### config.mk
export PLATFORM = sky130hd
export DESIGN_NAME = left_shift_seq_flat
export DESIGN_NICKNAME = d
export VERILOG_FILES = /design/src/rtl/left_shift_seq_if.sv /design/src/rtl/left_shift_seq.sv /design/src/flat_wrapper.sv
export SDC_FILE = /design/constraint.sdc
export NUM_CORES = 1
export LEC_CHECK = 0
export CAP_MARGIN = 20
export CORE_MARGIN = 1.5
export CORE_UTILIZATION = 44
export DETAILED_ROUTE_END_ITERATION = 10
export GPL_ROUTABILITY_DRIVEN = 0
export PLACE_DENSITY_LB_ADDON = 0.05
export SLEW_MARGIN = 10
export SYNTH_ARGS = -nofsm -noshare
export SYNTH_HDL_FRONTEND = slang
export SYNTH_SLANG_ARGS = --single-unit
### constraint.sdc
create_clock -name clk -period 1.56 [get_ports clk]
set_input_delay 0.312 -clock clk [delete_from_list [all_inputs] [get_ports clk]]
set_output_delay 0.312 -clock clk [all_outputs]
set_load 0.02 [all_outputs]
### src/rtl/left_shift_seq_if.sv
// ---------------------------------------------------------------------------
// left_shift_seq_if
// Request/result bundle for the sequential left shifter.
//
// Handshake: a request is accepted on a rising clk edge where start=1 and
// ready=1. A and shamt are captured only at that edge. ready, busy and done
// are mutually exclusive status flags. done pulses for exactly one cycle.
// B/carry/ovf are valid while done=1 and hold until the next acceptance.
//
// Signals
//   start  requester -> shifter  request strobe
//   A      requester -> shifter  32-bit operand
//   shamt  requester -> shifter  5-bit shift amount (0..31)
//   ready  shifter -> requester  idle, can accept
//   busy   shifter -> requester  shifting
//   done   shifter -> requester  one-cycle completion pulse
//   B      shifter -> requester  working/result register
//   carry  shifter -> requester  last bit shifted out of bit 31
//   ovf    shifter -> requester  OR of all bits shifted out of bit 31
// ---------------------------------------------------------------------------
interface left_shift_seq_if;
    logic        start;
    logic [31:0] A;
    logic [4:0]  shamt;
    logic        ready;
    logic        busy;
    logic        done;
    logic [31:0] B;
    logic        carry;
    logic        ovf;

    modport master (
        output start, A, shamt,
        input  ready, busy, done, B, carry, ovf
    );

    modport slave (
        input  start, A, shamt,
        output ready, busy, done, B, carry, ovf
    );
endinterface

### src/rtl/left_shift_seq.sv
// ---------------------------------------------------------------------------
// left_shift_seq
// Sequential 32-bit logical left shifter, one bit per clock.
//
// Ports
//   clk        rising-edge clock for all state
//   rst_n      synchronous active-low reset
//   bus        left_shift_seq_if.slave (start/A/shamt in, status/result out)
//   state_dbg  current FSM state (0=IDLE, 1=SHIFT, 2=DONE) for observation
//
// Operation: on acceptance B<=A and the remaining count <=shamt. Each SHIFT
// cycle moves B left by one, recording the bit leaving bit 31 in carry and
// OR-ing it into ovf. shamt=0 goes straight to DONE. DONE lasts one cycle
// and always returns to IDLE. Reset wins over everything, including a start
// presented on the same edge.
// ---------------------------------------------------------------------------
module left_shift_seq (
    input  logic                 clk,
    input  logic                 rst_n,
    left_shift_seq_if.slave      bus,
    output logic [1:0]           state_dbg
);

    typedef enum logic [1:0] {
        IDLE  = 2'd0,
        SHIFT = 2'd1,
        DONE  = 2'd2
    } state_t;

    state_t      state;
    logic [4:0]  cnt;

    assign state_dbg = state;

    // Status flags are registered alongside the state so they always change
    // on the same edge as the state they describe.
    always_ff @(posedge clk) begin
        if (!rst_n) begin
            state     <= IDLE;
            cnt       <= 5'd0;
            bus.B     <= 32'd0;
            bus.carry <= 1'b0;
            bus.ovf   <= 1'b0;
            bus.ready <= 1'b1;
            bus.busy  <= 1'b0;
            bus.done  <= 1'b0;
        end else begin
            case (state)
                IDLE: begin
                    if (bus.start) begin
                        bus.B     <= bus.A;
                        cnt       <= bus.shamt;
                        bus.carry <= 1'b0;
                        bus.ovf   <= 1'b0;
                        bus.ready <= 1'b0;
                        if (bus.shamt != 5'd0) begin
                            state    <= SHIFT;
                            bus.busy <= 1'b1;
                            bus.done <= 1'b0;
                        end else begin
                            state    <= DONE;
                            bus.busy <= 1'b0;
                            bus.done <= 1'b1;
                        end
                    end
                end

                SHIFT: begin
                    bus.B     <= {bus.B[30:0], 1'b0};
                    bus.carry <= bus.B[31];
                    bus.ovf   <= bus.ovf | bus.B[31];
                    cnt       <= cnt - 5'd1;
                    // cnt==1 means this edge performs the last shift.
                    if (cnt == 5'd1) begin
                        state    <= DONE;
                        bus.busy <= 1'b0;
                        bus.done <= 1'b1;
                    end
                end

                DONE: begin
                    state     <= IDLE;
                    bus.done  <= 1'b0;
                    bus.ready <= 1'b1;
                end

                default: begin
                    state     <= IDLE;
                    bus.ready <= 1'b1;
                    bus.busy  <= 1'b0;
                    bus.done  <= 1'b0;
                end
            endcase
        end
    end

endmodule
### src/flat_wrapper.sv
// flat-port wrapper written by rule: the top's interface ports become plain ports
module left_shift_seq_flat 
  (clk, rst_n, state_dbg, bus_start, bus_A, bus_shamt, bus_ready, bus_busy, bus_done, bus_B, bus_carry, bus_ovf);
  left_shift_seq_if bus_i ();
  input  logic clk;
  input  logic rst_n;
  output logic [1:0] state_dbg;
  input wire logic [$bits(bus_i.start)-1:0] bus_start;
  input wire logic [$bits(bus_i.A)-1:0] bus_A;
  input wire logic [$bits(bus_i.shamt)-1:0] bus_shamt;
  output wire logic [$bits(bus_i.ready)-1:0] bus_ready;
  output wire logic [$bits(bus_i.busy)-1:0] bus_busy;
  output wire logic [$bits(bus_i.done)-1:0] bus_done;
  output wire logic [$bits(bus_i.B)-1:0] bus_B;
  output wire logic [$bits(bus_i.carry)-1:0] bus_carry;
  output wire logic [$bits(bus_i.ovf)-1:0] bus_ovf;
  assign bus_i.start = bus_start;
  assign bus_i.A = bus_A;
  assign bus_i.shamt = bus_shamt;
  assign bus_ready = bus_i.ready;
  assign bus_busy = bus_i.busy;
  assign bus_done = bus_i.done;
  assign bus_B = bus_i.B;
  assign bus_carry = bus_i.carry;
  assign bus_ovf = bus_i.ovf;
  left_shift_seq u_core (.clk(clk), .rst_n(rst_n), .bus(bus_i), .state_dbg(state_dbg));
endmodule
==> results.json, run 1 <==
{
  "status": "finished, final reports clean",
  "finalCritPeriodShare_pct": 97.0,
  "rsz0062_at_grt": "yes",
  "clk_pin_slew_ns": 0.08,
  "crit_cells": 5,
  "clock_path_buffers": 2,
  "clock_sinks": 43,
  "hold_viol_final": 0,
  "swShare_pct": 34.0,
  "avgSynthCellArea_um2": 8.87,
  "seq_power_share_pct": 42.2,
  "r2r-start": "u_core.cnt[0]",
  "wl_mm": 5.21,
  "vias": 2069,
  "fin_ws_ns": 0.0472,
  "drv_slew": 0,
  "grt_usage_pct": 21.0,
  "p_leak_nw": 1.33,
  "syn2layout_area_growth_pct": 45.7,
  "ys_async_sr_fraction_pct": 0,
  "critPathArrivalTime_ns": 1.75,
  "ys_seq_area_share_pct": 40.0,
  "whs_ns": 0.465,
  "num-fill-cells": 426,
  "synthMuxAreaShare_pct": 0,
  "numCtsBuffers": 5,
  "cts_setup_buffers": 0,
  "synth_xor_area_share_pct": 0,
  "crit_path_start_kind": "register",
  "syn-num-nets": 285,
  "start_util_pct": 45.6,
  "cp-endpoint": "u_core.cnt[4]",
  "place_ws_ns": -0.196,
  "pwr-share-comb_pct": 35.2,
  "port_buffers": 78,
  "finalCriticalPeriod_ns": 1.51,
  "synth_edf_count": 0,
  "finalPower_mw": 3.19,
  "drtIter0Drc": 83,
  "rows": 25,
  "crit_start": "u_core.cnt[0]",
  "ys_types": 39,
  "synth_top_family_by_area": "compound AO/OA/AOI/OAI gates",
  "viasPerCell": 5.24,
  "endpoint_kind": "register",
  "synthAdderAreaFrac_pct": 1.16,
  "cap_viol_max_count": 0,
  "core_area_mm2": 0.00472,
  "max_freq_mhz": 661,
  "synth-compound-area-share_pct": 27.8,
  "slowest_stage": "or3b_1",
  "synthCells": 243,
  "grt_max_degree": 38,
  "hold_class": "reg2reg",
  "nets": 370,
  "synth_flop_cell": "dfxtp_1",
  "grt_pass1_vias": 1966,
  "synth_seq_cells": 43,
  "p_sw_mw": 1.09,
  "ff2ff_setup_slack_ns": 0.05,
  "die_w_um": 73.0,
  "clkLatencyLatePin_ns": 0.30,
  "worst_pin_slew_ns": 0.225,
  "reg2reg_to": "u_core.cnt[4]",
  "wl_per_cell_um": 13.2,
  "ant_nets": 0,
  "pin_count": 79,
  "cp_cell_sequence": "inv_1, ha_2, or3b_1, or3_1, a31oi_1",
  "root_buffer": "clkbuf_8",
  "critPathTopFamily": "simple AND/OR/NAND/NOR gates",
  "diodes": 0,
  "antenna_found_initial": 0,
  "critPathKind": "reg2reg",
  "p_clk_share_pct": 22.6,
  "ys.warnings.count": 0,
  "slew_headroom_pct": 84.9,
  "cp.required_ns": 1.79,
  "cellPowerDensity_mw_per_mm2": 1020,
  "path_buf_inv": 1,
  "dieArea_mm2": 0.00533,
  "grt_pass1_wl_mm": 8.69,
  "clock-skew-final_ns": 0.0104,
  "yosys.area_share.simple_pct": 23.4,
  "overflow": 0,
  "first_pass_iters": 4,
  "worstRegToRegCells": 5,
  "cts_tree": "built",
  "drc": 0,
  "cp_max_fo": 4,
  "htree_levels": 2,
  "max-vdd-ir-drop_uv": 642,
  "intPower_mw": 2.11,
  "hpwl_mm": 3.64,
  "syn_area_mm2": 0.00215,
  "slowest_delay_ns": 0.36,
  "tns_ns": 0,
  "die_y_um": 73.0,
  "setup_viol_count_final": 0,
  "drive_gt1_share_pct": 19.2
}
registers in the layout, summed over array words and instances (netlist names):
name,flops
u_core.bus.done,1
u_core.bus.B,32
u_core.bus.ovf,1
u_core.bus.busy,1
u_core.bus.ready,1
u_core.state_dbg,1
u_core.cnt,5
u_core.bus.carry,1
metal layers:
layer	share of wire (%)	up-vias	global-route usage (%)	wire length (µm)
met5	0	-	0	0
met4	1.8	0	9.43	94
met3	4.6	10	4.28	238
met2	46	57	35.1	2410
met1	47	972	25.9	2470
li1	-	1030	-	-
cells by family after synthesis:
group	count (synthesis)
flip-flops	43
AND/OR/NAND/NOR	118
buffers and inverters	26
AO/OA/AOI/OAI	54
adder cells (fa/ha/maj)	2
cell type report:
| cell class | instances | area [µm²] | share of cell area [%] |
|---|---|---|---|
| tap | 67 | 83.8 | 2.67 |
| sequential | 43 | 862 | 27.5 |
| inverter | 4 | 15.0 | 0.478 |
| clock inverter | 1 | 5.00 | 0.159 |
| multi-input combinational | 174 | 1130 | 36.0 |
| timing repair buffer | 100 | 960 | 30.6 |
| clock buffer | 6 | 82.6 | 2.63 |
Yosys cell counts, drive strengths merged, types with 3 or more instances:
| master | n | area (µm²) |
|---|---|---|
| nand2 | 66 | 248 |
| nor2 | 35 | 131 |
| inv | 4 | 15.0 |
| a21oi | 5 | 25.0 |
| nand2b | 3 | 26.3 |
| clkbuf | 4 | 15.0 |
| buf | 18 | 135 |
| a311oi | 31 | 428 |
| dfxtp | 43 | 861 |
power groups by stage:
stage                     registers (mW)  logic [mW]  clock network [mW]
final                               1.35        1.12               0.722
after CTS                           1.34        1.13               0.742
after floorplan                     1.51       0.565                   0
after global placement              1.37        1.19                   0
after detailed placement            1.37        1.21                   0
after global routing                1.37        1.22               0.781
stage by stage:
step,std cells,utilization (%),cell area (µm²)
CTS,395,66.4,3140
finish,395,66.5,3140
global route,395,66.5,3140
global placement,388,65.6,3100
detailed placement,388,65.6,3100
floorplan,243,-,2150
what timing repair did:
| item | CTS | global route |
|---|---|---|
| endpoints found under the setup margin | 39 | 1 |
| endpoints found under the hold margin | 0 | 0 |
| gates resized for setup | 39 | 2 |
| pin swaps | 0 | 0 |
| hold buffers | 0 | 0 |
how the worst min path moves through the flow:
stage / slack (ns) / cells past startpoint / from / to
4_1_cts: 0.47 / 1 / u_core.bus.ready / u_core.bus.ready
6_report: 0.46 / 1 / u_core.bus.ready / u_core.bus.ready
2_1_floorplan: 0.45 / 2 / u_core.cnt[1] / u_core.cnt[1]
3_5_place_dp: 0.45 / 1 / u_core.bus.ready / u_core.bus.ready
3_3_place_gp: 0.44 / 1 / u_core.bus.ready / u_core.bus.ready
5_1_grt: 0.50 / 2 / u_core.bus.ovf / u_core.bus.ovf
layout by cell type, fill, tap and decap left out, types with 3 or more instances in the layout:
cell              n
a21oi_1           5
a311oi_1          6
a311oi_2         25
buf_12            5
buf_4            17
clkbuf_8          6
clkdlybuf4s50_1  39
dfxtp_1          42
dlygate4sd2_1    39
inv_1             3
nand2_1          66
nor2_1           35
Power figures use the tool's default switching activity.
==> run 2: changes to the inputs <==
--- a/config.mk
+++ b/config.mk
@@ -10,6 +10,7 @@
 export CORE_UTILIZATION = 44
 export DETAILED_ROUTE_END_ITERATION = 10
 export GPL_ROUTABILITY_DRIVEN = 0
+export GPL_TIMING_DRIVEN = 0
 export PLACE_DENSITY_LB_ADDON = 0.05
 export SLEW_MARGIN = 10
 export SYNTH_ARGS = -nofsm -noshare
==> run 2 against run 1 <==
Sequential share of layout area rose by 0.48 points. Flip-flop and latch count stayed put. Clock skew down 0.0079 ns. Count of clock-buffer cells in the layout is the same. Critical endpoint is now u_core.bus.done. Largest power group unchanged.
==> results.json, run 2 (synthesized netlist as in run 1, its figures left out) <==
{
  "p_leak_nw": 1.32,
  "reg_top3": "u_core.bus.B x32, u_core.cnt x5",
  "core_area_mm2": 0.00472,
  "die_w_um": 73.0,
  "cp.required_ns": 1.80,
  "cts_setup_buffers": 0,
  "crit_path_start_kind": "input port",
  "rows": 25,
  "pin_count": 79,
  "numCtsBuffers": 5,
  "htree_levels": 2,
  "grt_pass1_vias": 2024,
  "rsz0062_at_grt": "yes",
  "cellPowerDensity_mw_per_mm2": 1030,
  "wl_mm": 5.59,
  "nets": 370,
  "r2r-start": "u_core.cnt[0]",
  "drv_slew": 0,
  "hpwl_mm": 4.01,
  "largest_reg_flops": 32,
  "vias": 2083,
  "setup_viol_count_final": 0,
  "layout_common_cells": "nand2_1, dfxtp_1, clkdlybuf4s50_1",
  "drive_gt1_share_pct": 18.6,
  "finalCritPeriodShare_pct": 97.5,
  "worst_pin_slew_ns": 0.722,
  "grt_pass1_wl_mm": 9.20,
  "fin_ws_ns": 0.0389,
  "crit_start": "bus_shamt[3]",
  "port_buffers": 78,
  "cts_tree": "built",
  "max-vdd-ir-drop_uv": 478,
  "ant_nets": 0,
  "status": "finished, final reports clean",
  "grt_max_degree": 13,
  "drtIter0Drc": 85,
  "clock_path_buffers": 2,
  "cap_viol_max_count": 0,
  "clkLatencyLatePin_ns": 0.29,
  "start_util_pct": 45.6,
  "clk_pin_slew_ns": 0.08,
  "clock-skew-final_ns": 0.00246,
  "syn2layout_area_growth_pct": 43.2,
  "critPathKind": "in2reg",
  "wl_per_cell_um": 14.1,
  "fin_cells": 395,
  "place_ws_ns": -0.241,
  "first_pass_iters": 4,
  "endpoint_kind": "register",
  "dieArea_mm2": 0.00533,
  "viasPerCell": 5.27,
  "layout_commonest_cell": "nand2_1",
  "root_buffer": "clkbuf_8",
  "whs_ns": 0.464,
  "drc": 0,
  "antenna_found_initial": 0,
  "grt_usage_pct": 22.4,
  "hold_viol_final": 0,
  "max_freq_mhz": 657,
  "clock_sinks": 43,
  "place_inst": 388,
  "hold_class": "reg2reg",
  "worstHoldStart": "u_core.bus.ready",
  "overflow": 0,
  "top_register": "u_core.bus.B",
  "finalCriticalPeriod_ns": 1.52,
  "diodes": 0,
  "fin_util_pct": 65.3,
  "slew_headroom_pct": 51.8,
  "critPathArrivalTime_ns": 1.76,
  "die_y_um": 73.0,
  "cp_max_fo": 2
}
==> run 2: cell count changes in the layout (fill, tap and decap cells not counted), sizes merged <==
cell          before  now
clkbuf             6   12
dlymetal6s2s       0    2
dlygate4sd2       39   37
buf               22   16
==> run 2: what timing repair did <==
| action | in CTS | in global routing |
|---|---|---|
| hold buffers | 0 | 0 |
| gates resized for setup | 38 | 11 |
| endpoints found under the setup margin | 37 | 15 |
| pin swaps | 0 | 2 |
==> run 2: final timing paths <==
path | to | slack, ns | cells after the start
max | u_core.bus.done | 0.04 | 4
min | u_core.bus.ready | 0.46 | 1
max reg2reg | u_core.bus.busy | 0.08 | 4
min reg2reg | u_core.bus.ready | 0.46 | 1
==> run 2: metal layers <==
metal | up-vias | global-route usage, % | wire length (µm)
met5 | - | 0 | 0
met4 | 0 | 7.55 | 46
met3 | 4 | 6.08 | 249
li1 | 1032 | - | -
met1 | 992 | 28.7 | 2610
met2 | 55 | 36.6 | 2680
==> run 2: area by class of cell <==
cell class	count	area (µm²)
inverters	4	15.0
plain buffers	22	156
well taps	67	83.8
clock buffers	6	82.6
fillers	452	1640
multi-input cells	174	1140
flip-flops and latches	43	862
clock inverters	1	5.00
repair buffers	78	739
==> run 2: through the flow <==
| stage | power, mW | TNS [ns] | area [µm²] |
|---|---|---|---|
| after floorplan | 2.07 | 0 | 2150 |
| after global placement | 2.54 | -7.88 | 3020 |
| after detailed placement | 2.55 | -7.76 | 3020 |
| after CTS | 3.18 | 0 | 3060 |
| after global routing | 3.35 | -0.0207 | 3090 |
| final | 3.17 | 0 | 3090 |
==> run 2: power breakdown <==
| group | switching (mW) | total [mW] | internal [mW] |
|---|---|---|---|
| Sequential | 0.117 | 1.36 | 1.24 |
| Clock | 0.368 | 0.715 | 0.348 |
| Combinational | 0.608 | 1.10 | 0.491 |
| Total | 1.09 | 3.17 | 2.08 |
==> run 2: critical path: stages <==
cell	delay, ns
clkdlybuf4s50_1	0.44
or4_1	0.57
o31ai_1	0.25
and3_1	0.18
==> run 3: changes to the inputs <==
--- a/config.mk
+++ b/config.mk
@@ -12,6 +12,7 @@
 export GPL_ROUTABILITY_DRIVEN = 0
 export GPL_TIMING_DRIVEN = 0
 export PLACE_DENSITY_LB_ADDON = 0.05
+export RECOVER_POWER = 25
 export SLEW_MARGIN = 10
 export SYNTH_ARGS = -nofsm -noshare
 export SYNTH_HDL_FRONTEND = slang
==> run 3 against run 2 <==
First-iteration DRC count increased by 26%. Combinational power barely moved. Global-route usage unchanged. Critical path type unchanged. Critical path depth is the same. Design area decreased by 0.57%. Via count is 0.53% higher. Wire length shrank 0.36%. Largest power group unchanged. Critical endpoint unchanged. Sequential power about the same. Clock skew is essentially flat. Count of clock-buffer cells in the layout unchanged.
==> results.json, run 3 (synthesized netlist as in run 1, its figures left out) <==
{
  "fin_cells": 395,
  "dieArea_mm2": 0.00533,
  "grt_usage_pct": 22.4,
  "reg2reg_to": "u_core.bus.busy",
  "endpoint_kind": "register",
  "grt_pass1_wl_mm": 9.20,
  "cap_viol_max_count": 0,
  "reg_top3": "u_core.bus.B x32, u_core.cnt x5",
  "wl_mm": 5.57,
  "port_buffers": 78,
  "cellPowerDensity_mw_per_mm2": 1030,
  "numCtsBuffers": 5,
  "viasPerCell": 5.30,
  "max_freq_mhz": 661,
  "clock_sinks": 43,
  "hold_class": "reg2reg",
  "critPathKind": "in2reg",
  "drtIter0Drc": 107,
  "finalCritPeriodShare_pct": 97.0,
  "hpwl_mm": 4.01,
  "status": "finished, final reports clean",
  "drv_slew": 0,
  "wl_per_cell_um": 14.1,
  "setup_viol_count_final": 0,
  "ant_nets": 0,
  "pin_count": 79,
  "root_buffer": "clkbuf_8",
  "nets": 370,
  "worstRegToRegCells": 4,
  "hold_viol_final": 0,
  "worstHoldStart": "u_core.bus.ready",
  "syn2layout_area_growth_pct": 42.4,
  "crit_path_start_kind": "input port",
  "die_w_um": 73.0,
  "place_area_mm2": 0.00302,
  "start_util_pct": 45.6,
  "antenna_found_initial": 0,
  "grt_pass1_vias": 2024,
  "min_path_cells": 1,
  "slew_headroom_pct": 52.6,
  "drive_gt1_share_pct": 18.6,
  "largest_reg_flops": 32,
  "max-vdd-ir-drop_uv": 477,
  "cts_setup_buffers": 0,
  "core_area_mm2": 0.00472,
  "htree_levels": 2,
  "top_register": "u_core.bus.B",
  "place_inst": 388,
  "layout_commonest_cell": "nand2_1",
  "clock_path_buffers": 2,
  "hold_end": "u_core.bus.ready",
  "clk_pin_slew_ns": 0.08,
  "vias": 2094,
  "p_leak_nw": 1.29,
  "ff2ff_setup_slack_ns": 0.08,
  "rsz0062_at_grt": "yes",
  "holdBufCountCts": 0,
  "fin_area_mm2": 0.00307,
  "r2r-start": "u_core.cnt[0]",
  "finalCriticalPeriod_ns": 1.51,
  "first_pass_iters": 4,
  "cp.required_ns": 1.80,
  "rows": 25,
  "layout_common_cells": "nand2_1, dfxtp_1, clkdlybuf4s50_1",
  "die_y_um": 73.0,
  "clock-skew-final_ns": 0.00239,
  "diodes": 0,
  "cp_max_fo": 2,
  "overflow": 0,
  "whs_ns": 0.468,
  "grt_max_degree": 13,
  "clkLatencyLatePin_ns": 0.29,
  "worst_pin_slew_ns": 0.710,
  "cts_tree": "built",
  "drc": 0,
  "critPathArrivalTime_ns": 1.75
}
## run 3: how the worst max path moves through the flow
stage,from,endpoint,cells past startpoint
after global placement,bus_start,u_core.bus.B[18],5
after detailed placement,bus_start,u_core.bus.B[26],5
after CTS,u_core.bus.ready,bus_ready,1
final,bus_shamt[3],u_core.bus.done,4
after global routing,rst_n,u_core.bus.B[14],4
after floorplan,u_core.cnt[0],u_core.cnt[4],5
## run 3: cell type report
class	instances	area (µm²)
plain buffers	22	156
clock buffers	6	82.6
clock inverters	1	5.00
fillers	456	1660
inverters	4	15.0
multi-input cells	174	1140
flip-flops and latches	43	862
well taps	67	83.8
repair buffers	78	722
## run 3: power by group
group	total [mW]	internal, mW	switching (mW)
Sequential	1.36	1.24	0.117
Combinational	1.10	0.487	0.608
Clock	0.711	0.347	0.364
## run 3: metal layers
| layer | up-vias | routed length [µm] | global-route usage (%) |
|---|---|---|---|
| met5 | - | 0 | 0 |
| met4 | 0 | 49 | 7.55 |
| met3 | 4 | 252 | 6.08 |
| met2 | 65 | 2650 | 36.6 |
| met1 | 991 | 2620 | 28.7 |
| li1 | 1034 | - | - |
## run 3: stage by stage
step	power (mW)	setup WS, ns	util [%]	setup TNS [ns]
after floorplan	2.07	0.149	-	0
after global placement	2.54	-0.249	63.9	-7.88
after detailed placement	2.55	-0.241	63.9	-7.76
after CTS	3.18	0.00444	64.8	0
after global routing	3.35	-0.0175	65.0	-0.0207
final	3.16	0.0465	65.0	0
## run 3: critical path: stages
cell	delay (ns)
clkdlybuf4s50_1	0.44
or4_1	0.57
o31ai_1	0.25
and3_1	0.18
## run 3: what timing repair did
action,in CTS,in global routing
cloned,0,0
setup endpoints to repair,37,15
pin swaps,0,2
endpoints found under the hold margin,0,0
resized for setup,38,11
